==> src/rtl/interboard_link.sv <==
// Board-to-board message link: TX FIFO feeding a word-serialised four-phase
// Request/Ack handshake, and RX word reassembly with ack timeout and resync.
module interboard_link #(
    parameter int unsigned DATA_W      = 6,
    parameter int unsigned MSG_W       = 8,
    parameter int unsigned FIFO_DEPTH  = 4,
    parameter int unsigned SYNC_STAGES = 2,
    parameter int unsigned TIMEOUT     = 1024
) (
    input  logic                        clk,
    input  logic                        rst,
    input  logic                        tx_valid,
    input  logic [MSG_W-1:0]            tx_msg,
    output logic                        tx_ready,
    output logic [$clog2(FIFO_DEPTH):0] tx_count,
    output logic                        tx_timeout,
    output logic                        rx_valid,
    output logic [MSG_W-1:0]            rx_msg,
    input  logic                        Request_in,
    input  logic                        Ack_in,
    input  logic [DATA_W-1:0]           inter_data_in,
    output logic                        Request_out,
    output logic                        Ack_out,
    output logic [DATA_W-1:0]           inter_data_out
);
    localparam int unsigned NWORDS = (MSG_W + DATA_W - 1) / DATA_W;
    localparam int unsigned PAD_W  = NWORDS * DATA_W;
    localparam int unsigned PTR_W  = $clog2(FIFO_DEPTH);
    localparam int unsigned CNT_W  = PTR_W + 1;
    localparam int unsigned IDX_W  = (NWORDS > 1) ? $clog2(NWORDS) : 1;
    localparam int unsigned TMR_W  = $clog2(TIMEOUT + 1);

    typedef enum logic [1:0] {T_IDLE, T_SETUP, T_WAIT_HI, T_WAIT_LO} tx_state_t;
    typedef enum logic {R_IDLE, R_ACK} rx_state_t;

    logic [SYNC_STAGES-1:0] r_req_sync, r_ack_sync;
    logic                   w_req_s, w_ack_s;

    logic [MSG_W-1:0]  r_fifo [FIFO_DEPTH];
    logic [PTR_W-1:0]  r_wr_ptr, r_rd_ptr;
    logic [CNT_W-1:0]  r_count, w_cnt_nxt;
    logic              r_tx_ready, w_push, w_pop;

    tx_state_t         r_tx_state, w_tx_state_nxt;
    logic              r_req, w_req_nxt, r_tx_to, w_to_nxt;
    logic [DATA_W-1:0] r_data, w_data_nxt, w_word0, w_word_next;
    logic [IDX_W-1:0]  r_widx, w_widx_nxt, w_widx_inc;
    logic [TMR_W-1:0]  r_ttmr;
    logic              w_ttmr_exp, w_tx_last;
    logic [PAD_W-1:0]  w_msg_pad;

    rx_state_t         r_rx_state, w_rx_state_nxt;
    logic              r_ack, w_ack_nxt, r_rx_valid, w_rx_cap, w_rx_done;
    logic [IDX_W-1:0]  r_rx_idx, w_ridx_nxt;
    logic [TMR_W-1:0]  r_rtmr;
    logic              w_rtmr_exp, w_rx_last;
    logic [DATA_W-1:0] r_rx_buf [NWORDS];
    logic [PAD_W-1:0]  w_rx_pad;
    logic [MSG_W-1:0]  r_rx_msg;

    // Remote handshake synchronisers
    always_ff @(posedge clk or posedge rst) begin
        if (rst) begin
            r_req_sync <= '0;
            r_ack_sync <= '0;
        end else begin
            r_req_sync <= {r_req_sync[SYNC_STAGES-2:0], Request_in};
            r_ack_sync <= {r_ack_sync[SYNC_STAGES-2:0], Ack_in};
        end
    end
    assign w_req_s = r_req_sync[SYNC_STAGES-1];
    assign w_ack_s = r_ack_sync[SYNC_STAGES-1];

    // TX message queue; acceptance depends only on the registered count
    assign w_push = tx_valid && r_tx_ready;

    always_comb begin
        w_cnt_nxt = r_count;
        if (w_push && !w_pop)
            w_cnt_nxt = r_count + CNT_W'(1);
        else if (!w_push && w_pop)
            w_cnt_nxt = r_count - CNT_W'(1);
    end

    always_ff @(posedge clk) begin
        if (w_push)
            r_fifo[r_wr_ptr] <= tx_msg;
    end

    always_ff @(posedge clk or posedge rst) begin
        if (rst) begin
            r_wr_ptr   <= '0;
            r_rd_ptr   <= '0;
            r_count    <= '0;
            r_tx_ready <= 1'b1;
        end else begin
            if (w_push)
                r_wr_ptr <= r_wr_ptr + PTR_W'(1);
            if (w_pop)
                r_rd_ptr <= r_rd_ptr + PTR_W'(1);
            r_count    <= w_cnt_nxt;
            r_tx_ready <= (w_cnt_nxt < CNT_W'(FIFO_DEPTH));
        end
    end

    // Word slicing of the queue head; bits above MSG_W go out as zero
    assign w_widx_inc = r_widx + IDX_W'(1);
    always_comb begin
        w_msg_pad   = PAD_W'(r_fifo[r_rd_ptr]);
        w_word0     = w_msg_pad[DATA_W-1:0];
        w_word_next = '0;
        for (int unsigned k = 0; k < NWORDS; k++)
            if (IDX_W'(k) == w_widx_inc)
                w_word_next = w_msg_pad[k*DATA_W +: DATA_W];
    end

    assign w_ttmr_exp = (r_ttmr == TMR_W'(TIMEOUT - 1));
    assign w_tx_last  = (r_widx == IDX_W'(NWORDS - 1));

    always_comb begin
        w_tx_state_nxt = r_tx_state;
        w_req_nxt      = r_req;
        w_data_nxt     = r_data;
        w_widx_nxt     = r_widx;
        w_pop          = 1'b0;
        w_to_nxt       = 1'b0;
        case (r_tx_state)
            T_IDLE: begin
                // Remote ack must be low before a new message starts
                if (r_count != '0 && !w_ack_s) begin
                    w_widx_nxt     = '0;
                    w_data_nxt     = w_word0;
                    w_tx_state_nxt = T_SETUP;
                end
            end
            T_SETUP: begin
                w_req_nxt      = 1'b1;
                w_tx_state_nxt = T_WAIT_HI;
            end
            T_WAIT_HI: begin
                if (w_ack_s) begin
                    w_req_nxt      = 1'b0;
                    w_tx_state_nxt = T_WAIT_LO;
                end else if (w_ttmr_exp) begin
                    w_req_nxt      = 1'b0;
                    w_pop          = 1'b1;
                    w_to_nxt       = 1'b1;
                    w_tx_state_nxt = T_IDLE;
                end
            end
            T_WAIT_LO: begin
                if (!w_ack_s) begin
                    if (w_tx_last) begin
                        w_pop          = 1'b1;
                        w_tx_state_nxt = T_IDLE;
                    end else begin
                        w_widx_nxt     = w_widx_inc;
                        w_data_nxt     = w_word_next;
                        w_tx_state_nxt = T_SETUP;
                    end
                end else if (w_ttmr_exp) begin
                    w_pop          = 1'b1;
                    w_to_nxt       = 1'b1;
                    w_tx_state_nxt = T_IDLE;
                end
            end
            default: w_tx_state_nxt = T_IDLE;
        endcase
    end

    always_ff @(posedge clk or posedge rst) begin
        if (rst) begin
            r_tx_state <= T_IDLE;
            r_req      <= 1'b0;
            r_data     <= '0;
            r_widx     <= '0;
            r_ttmr     <= '0;
            r_tx_to    <= 1'b0;
        end else begin
            r_tx_state <= w_tx_state_nxt;
            r_req      <= w_req_nxt;
            r_data     <= w_data_nxt;
            r_widx     <= w_widx_nxt;
            r_tx_to    <= w_to_nxt;
            if (w_tx_state_nxt != r_tx_state)
                r_ttmr <= '0;
            else if (!w_ttmr_exp)
                r_ttmr <= r_ttmr + TMR_W'(1);
        end
    end

    // RX: capture on synced request, complete message on its release
    assign w_rtmr_exp = (r_rtmr == TMR_W'(TIMEOUT - 1));
    assign w_rx_last  = (r_rx_idx == IDX_W'(NWORDS - 1));

    always_comb begin
        w_rx_state_nxt = r_rx_state;
        w_ack_nxt      = r_ack;
        w_ridx_nxt     = r_rx_idx;
        w_rx_cap       = 1'b0;
        w_rx_done      = 1'b0;
        case (r_rx_state)
            R_IDLE: begin
                if (w_req_s) begin
                    w_rx_cap       = 1'b1;
                    w_ack_nxt      = 1'b1;
                    w_rx_state_nxt = R_ACK;
                end else if (r_rx_idx != '0 && w_rtmr_exp) begin
                    w_ridx_nxt = '0;
                end
            end
            R_ACK: begin
                if (!w_req_s) begin
                    w_ack_nxt      = 1'b0;
                    w_rx_state_nxt = R_IDLE;
                    if (w_rx_last) begin
                        w_rx_done  = 1'b1;
                        w_ridx_nxt = '0;
                    end else begin
                        w_ridx_nxt = r_rx_idx + IDX_W'(1);
                    end
                end
            end
            default: w_rx_state_nxt = R_IDLE;
        endcase
    end

    always_ff @(posedge clk) begin
        for (int unsigned k = 0; k < NWORDS; k++)
            if (w_rx_cap && r_rx_idx == IDX_W'(k))
                r_rx_buf[k] <= inter_data_in;
    end

    always_comb begin
        w_rx_pad = '0;
        for (int unsigned k = 0; k < NWORDS; k++)
            w_rx_pad[k*DATA_W +: DATA_W] = r_rx_buf[k];
    end

    always_ff @(posedge clk or posedge rst) begin
        if (rst) begin
            r_rx_state <= R_IDLE;
            r_ack      <= 1'b0;
            r_rx_idx   <= '0;
            r_rtmr     <= '0;
            r_rx_valid <= 1'b0;
            r_rx_msg   <= '0;
        end else begin
            r_rx_state <= w_rx_state_nxt;
            r_ack      <= w_ack_nxt;
            r_rx_idx   <= w_ridx_nxt;
            r_rx_valid <= w_rx_done;
            if (w_rx_done)
                r_rx_msg <= MSG_W'(w_rx_pad);
            if (w_rx_state_nxt != r_rx_state)
                r_rtmr <= '0;
            else if (!w_rtmr_exp)
                r_rtmr <= r_rtmr + TMR_W'(1);
        end
    end

    assign tx_ready       = r_tx_ready;
    assign tx_count       = r_count;
    assign tx_timeout     = r_tx_to;
    assign rx_valid       = r_rx_valid;
    assign rx_msg         = r_rx_msg;
    assign Request_out    = r_req;
    assign Ack_out        = r_ack;
    assign inter_data_out = r_data;
endmodule

==> config.mk <==
export PLATFORM = sky130hd
export DESIGN_NAME = interboard_link
export DESIGN_NICKNAME = d
export VERILOG_FILES = /design/src/rtl/interboard_link.sv
export SDC_FILE = /design/constraint.sdc
export NUM_CORES = 1
export LEC_CHECK = 0
export ABC_CLOCK_PERIOD_IN_PS = 4500
export CORE_MARGIN = 2
export CORE_UTILIZATION = 63
export CTS_BUF_LIST = sky130_fd_sc_hd__clkbuf_8
export DETAILED_ROUTE_END_ITERATION = 6
export PLACE_DENSITY = 0.88
export SLEW_MARGIN = 10
export SYNTH_ARGS = -nofsm -noshare
export SYNTH_HDL_FRONTEND = slang
export SYNTH_SLANG_ARGS = --single-unit
==> constraint.sdc <==
create_clock -name clk -period 4.5 [get_ports clk]
set_input_delay 1.35 -clock clk [delete_from_list [all_inputs] [get_ports clk]]
set_output_delay 1.35 -clock clk [all_outputs]
set_load 0.05 [all_outputs]
==> flow_metrics.py <==
metrics = {
    "global_routing": {
        "grt-ovfl-total": 0,
        "grt_pass1_vias": 2650,
        "grt_pass1_wl_um": 12550,
        "grtUsageTotal": 0.2280,
        "antenna_found_initial": 0,
        "grt_max_degree": 44,
    },
    "place": {
        "place.port_buffers": 40,
        "dp.cells": 438,
        "place.gp.congestion": 0.8216,
        "place_ws_ns": 1.596,
        "place_hpwl_um": 5339,
    },
    "timing": {
        "finalSetupViolations": 0,
        "timing.fmax_mhz": 323.2,
        "fin_ws_ns": 1.406,
        "fin_tns_setup_ns": 0,
        "finalCritPeriodShare": 0.6875,
        "worst_pin_slew_ns": 0.8738,
        "maxSlewViolCount": 0,
        "rsz0062_at_grt": "false",
        "slew_headroom": 0.4166,
        "hold_violations": 0,
        "clock_skew_ns": 0.01082,
        "finalCriticalPeriod_ns": 3.094,
    },
    "yosys": {
        "synth_top_area_cell": "dfrtp_1",
        "synth.distinct_cells": 56,
        "synth-main-ff-cell": "dfrtp_1",
        "synthTopCellsByArea": "dfrtp_1 (33%), edfxtp_1 (29%), mux4_2 (4.3%)",
        "synth_top_area_frac": 0.3338,
        "synth-edff-count": 40,
        "netlist_area_um2": 4198,
        "yosys_warnings": 0,
        "async_flop_share": 0.5876,
        "yosysSeqAreaShare": 0.6262,
        "syn_inst": 328,
        "synthTopCellsByCount": "dfrtp_1 (56), nand2_1 (42), edfxtp_1 (40)",
        "synth-seq-cells": 97,
        "syn_nets": 360,
        "synth_most_common_cell": "dfrtp_1",
        "syn_area_per_cell_um2": 12.80,
    },
    "route": {
        "viasPerCell": 5.857,
        "first_pass_iters": 4,
        "drc": 0,
        "vias": 2659,
        "avgRoutedWirePerCell_um": 16.77,
        "wl_um": 7613,
        "drt_iter0_drc": 150,
        "postRouteAntennaNets": 0,
    },
    "power": {
        "cellPowerDensity_nw_per_um2": 569.4,
        "leakagePower_nw": 1.980,
        "peakVddDrop_mv": 0.5389,
    },
    "worst_setup_path": {
        "slowest_delay_ns": 0.81,
        "crit_path_start_kind": "register",
        "cp_num_buf_inv": 1,
        "cpLargestDelayFamily": "buffers and inverters",
        "cp-end-kind": "primary output",
        "path_class": "register to primary output",
        "slowest_stage": "clkdlybuf4s50_1",
        "crit_path_cell_trace": "clkdlybuf4s50_1",
        "cp_data_arrival_time_ns": 1.74,
        "worstPathRequired_ns": 3.15,
        "crit_path_max_fanout": 6,
    },
    "clock_network": {
        "cts_max_level": 3,
        "cts.sinks": 97,
        "post_cts.repair.setup_buffers": 0,
        "post_cts_resized": 0,
        "clk_latency_ns": 0.37,
        "cts_buffers": 9,
        "clockRootBuffer": "clkbuf_8",
        "holdBufCountCts": 0,
        "path_clk_slew_ns": 0.09,
        "cts_tree": "yes",
        "clockBufferDepth": 2,
    },
    "die": {
        "core_area_um2": 6386,
        "die_area_um2": 7333,
        "die_y_um": 85.63,
        "rows": 29,
        "start_util": 0.6573,
        "dieWidth_um": 85.63,
        "num_io_pins": 41,
    },
    "flow_run": {
        "cap_viol_max_count": 0,
    },
    "status": {
        "outcome": "finished, final reports clean",
    },
    "min_path": {
        "worstHoldPathType": "register to register",
    },
    "cells_and_area": {
        "drive_gt1_frac": 0.1220,
        "nets": 404,
        "areaGrowthSynthToFinish_pct": 15.74,
        "n_antenna_cell": 0,
        "stdcell_count": 454,
    },
}
kinds of logic after synthesis:
group | count (synthesis) | synth area share
AO/OA/AOI/OAI | 44 | 0.07094
XOR/XNOR | 11 | 0.02295
adder cells (fa/ha/maj) | 13 | 0.03875
buffers and inverters | 28 | 0.02861
flip-flops | 97 | 0.6262
multiplexers | 18 | 0.06736
AND/OR/NAND/NOR | 117 | 0.1452
path summary, 6_finish.rpt:
kind                                          from                       to  slack [ns]  cells after the start
min in group asynchronous                      rst    rx_msg[6]$_DFFE_PP0P_        1.47                      2
min reg2reg                r_req_sync[0]$_DFF_PP0_  r_req_sync[1]$_DFF_PP0_        0.37                      0
max                             tx_ready$_DFF_PP1_                 tx_ready        1.41                      1
max in group asynchronous                      rst       tx_ready$_DFF_PP1_        2.23                      3
max reg2reg                  r_ttmr[0]$_DFFE_PP0P_  tx_count[1]$_DFFE_PP0P_        2.10                      8
min                        r_req_sync[0]$_DFF_PP0_  r_req_sync[1]$_DFF_PP0_        0.37                      0
placed cells by master, fill, tap and decap left out, types with 4 or more instances in the layout:
cell,n
clkbuf_8,9
mux4_2,8
edfxtp_1,40
nand3_1,7
nor2_1,23
nand2_1,42
a31oi_1,5
xor2_1,4
and3_1,5
xnor2_1,7
a21oi_1,11
nand2b_1,4
clkdlybuf4s50_1,40
nand4_1,5
inv_1,19
ha_1,13
mux2i_1,8
dfrtp_1,56
o21ai_0,11
metal layers:
layer  vias to the layer above  share of wire  routed length [µm]  track usage
met3                        16          0.034                 258      0.04042
met4                         0          0.026                 199       0.1227
met2                        63           0.50                3841       0.3714
met5                         -              0                   0            0
li1                       1270              -                   -            -
met1                      1310           0.44                3313       0.2945
flip-flops by register name, indices dropped and copies added, names as in the netlist, 3 cells and up:
name            flops
r_rx_buf            8
r_rtmr             11
r_fifo             32
inter_data_out      6
rx_msg              8
tx_count            3
r_ttmr             11
metrics by stage:
stage               power, mW  cell area, µm²  utilization  hold WS [ns]
floorplan               1.924            4198            -        0.3312
global placement        2.159            4657       0.7292        0.3360
detailed placement      2.202            4657       0.7292        0.3491
CTS                     2.781            4858       0.7608        0.3701
global route            2.912            4858       0.7608        0.3759
finish                  2.766            4858       0.7608        0.3684
where the power goes:
part	internal, mW	total (mW)	leakage [nW]	switching, mW
Sequential	1.10	1.26	1.09	0.163
Combinational	0.367	0.920	0.780	0.553
Clock	0.264	0.585	0.108	0.321
layout make-up:
cell class / instances / area (µm²)
multi-input cells: 203 / 1449
fillers: 407 / 1528
clock buffers: 9 / 123.9
clock inverters: 7 / 77.57
flip-flops and latches: 97 / 2629
well taps: 77 / 96.34
repair buffers: 41 / 407.9
inverters: 20 / 75.07
(Power assumes the default switching activity.)
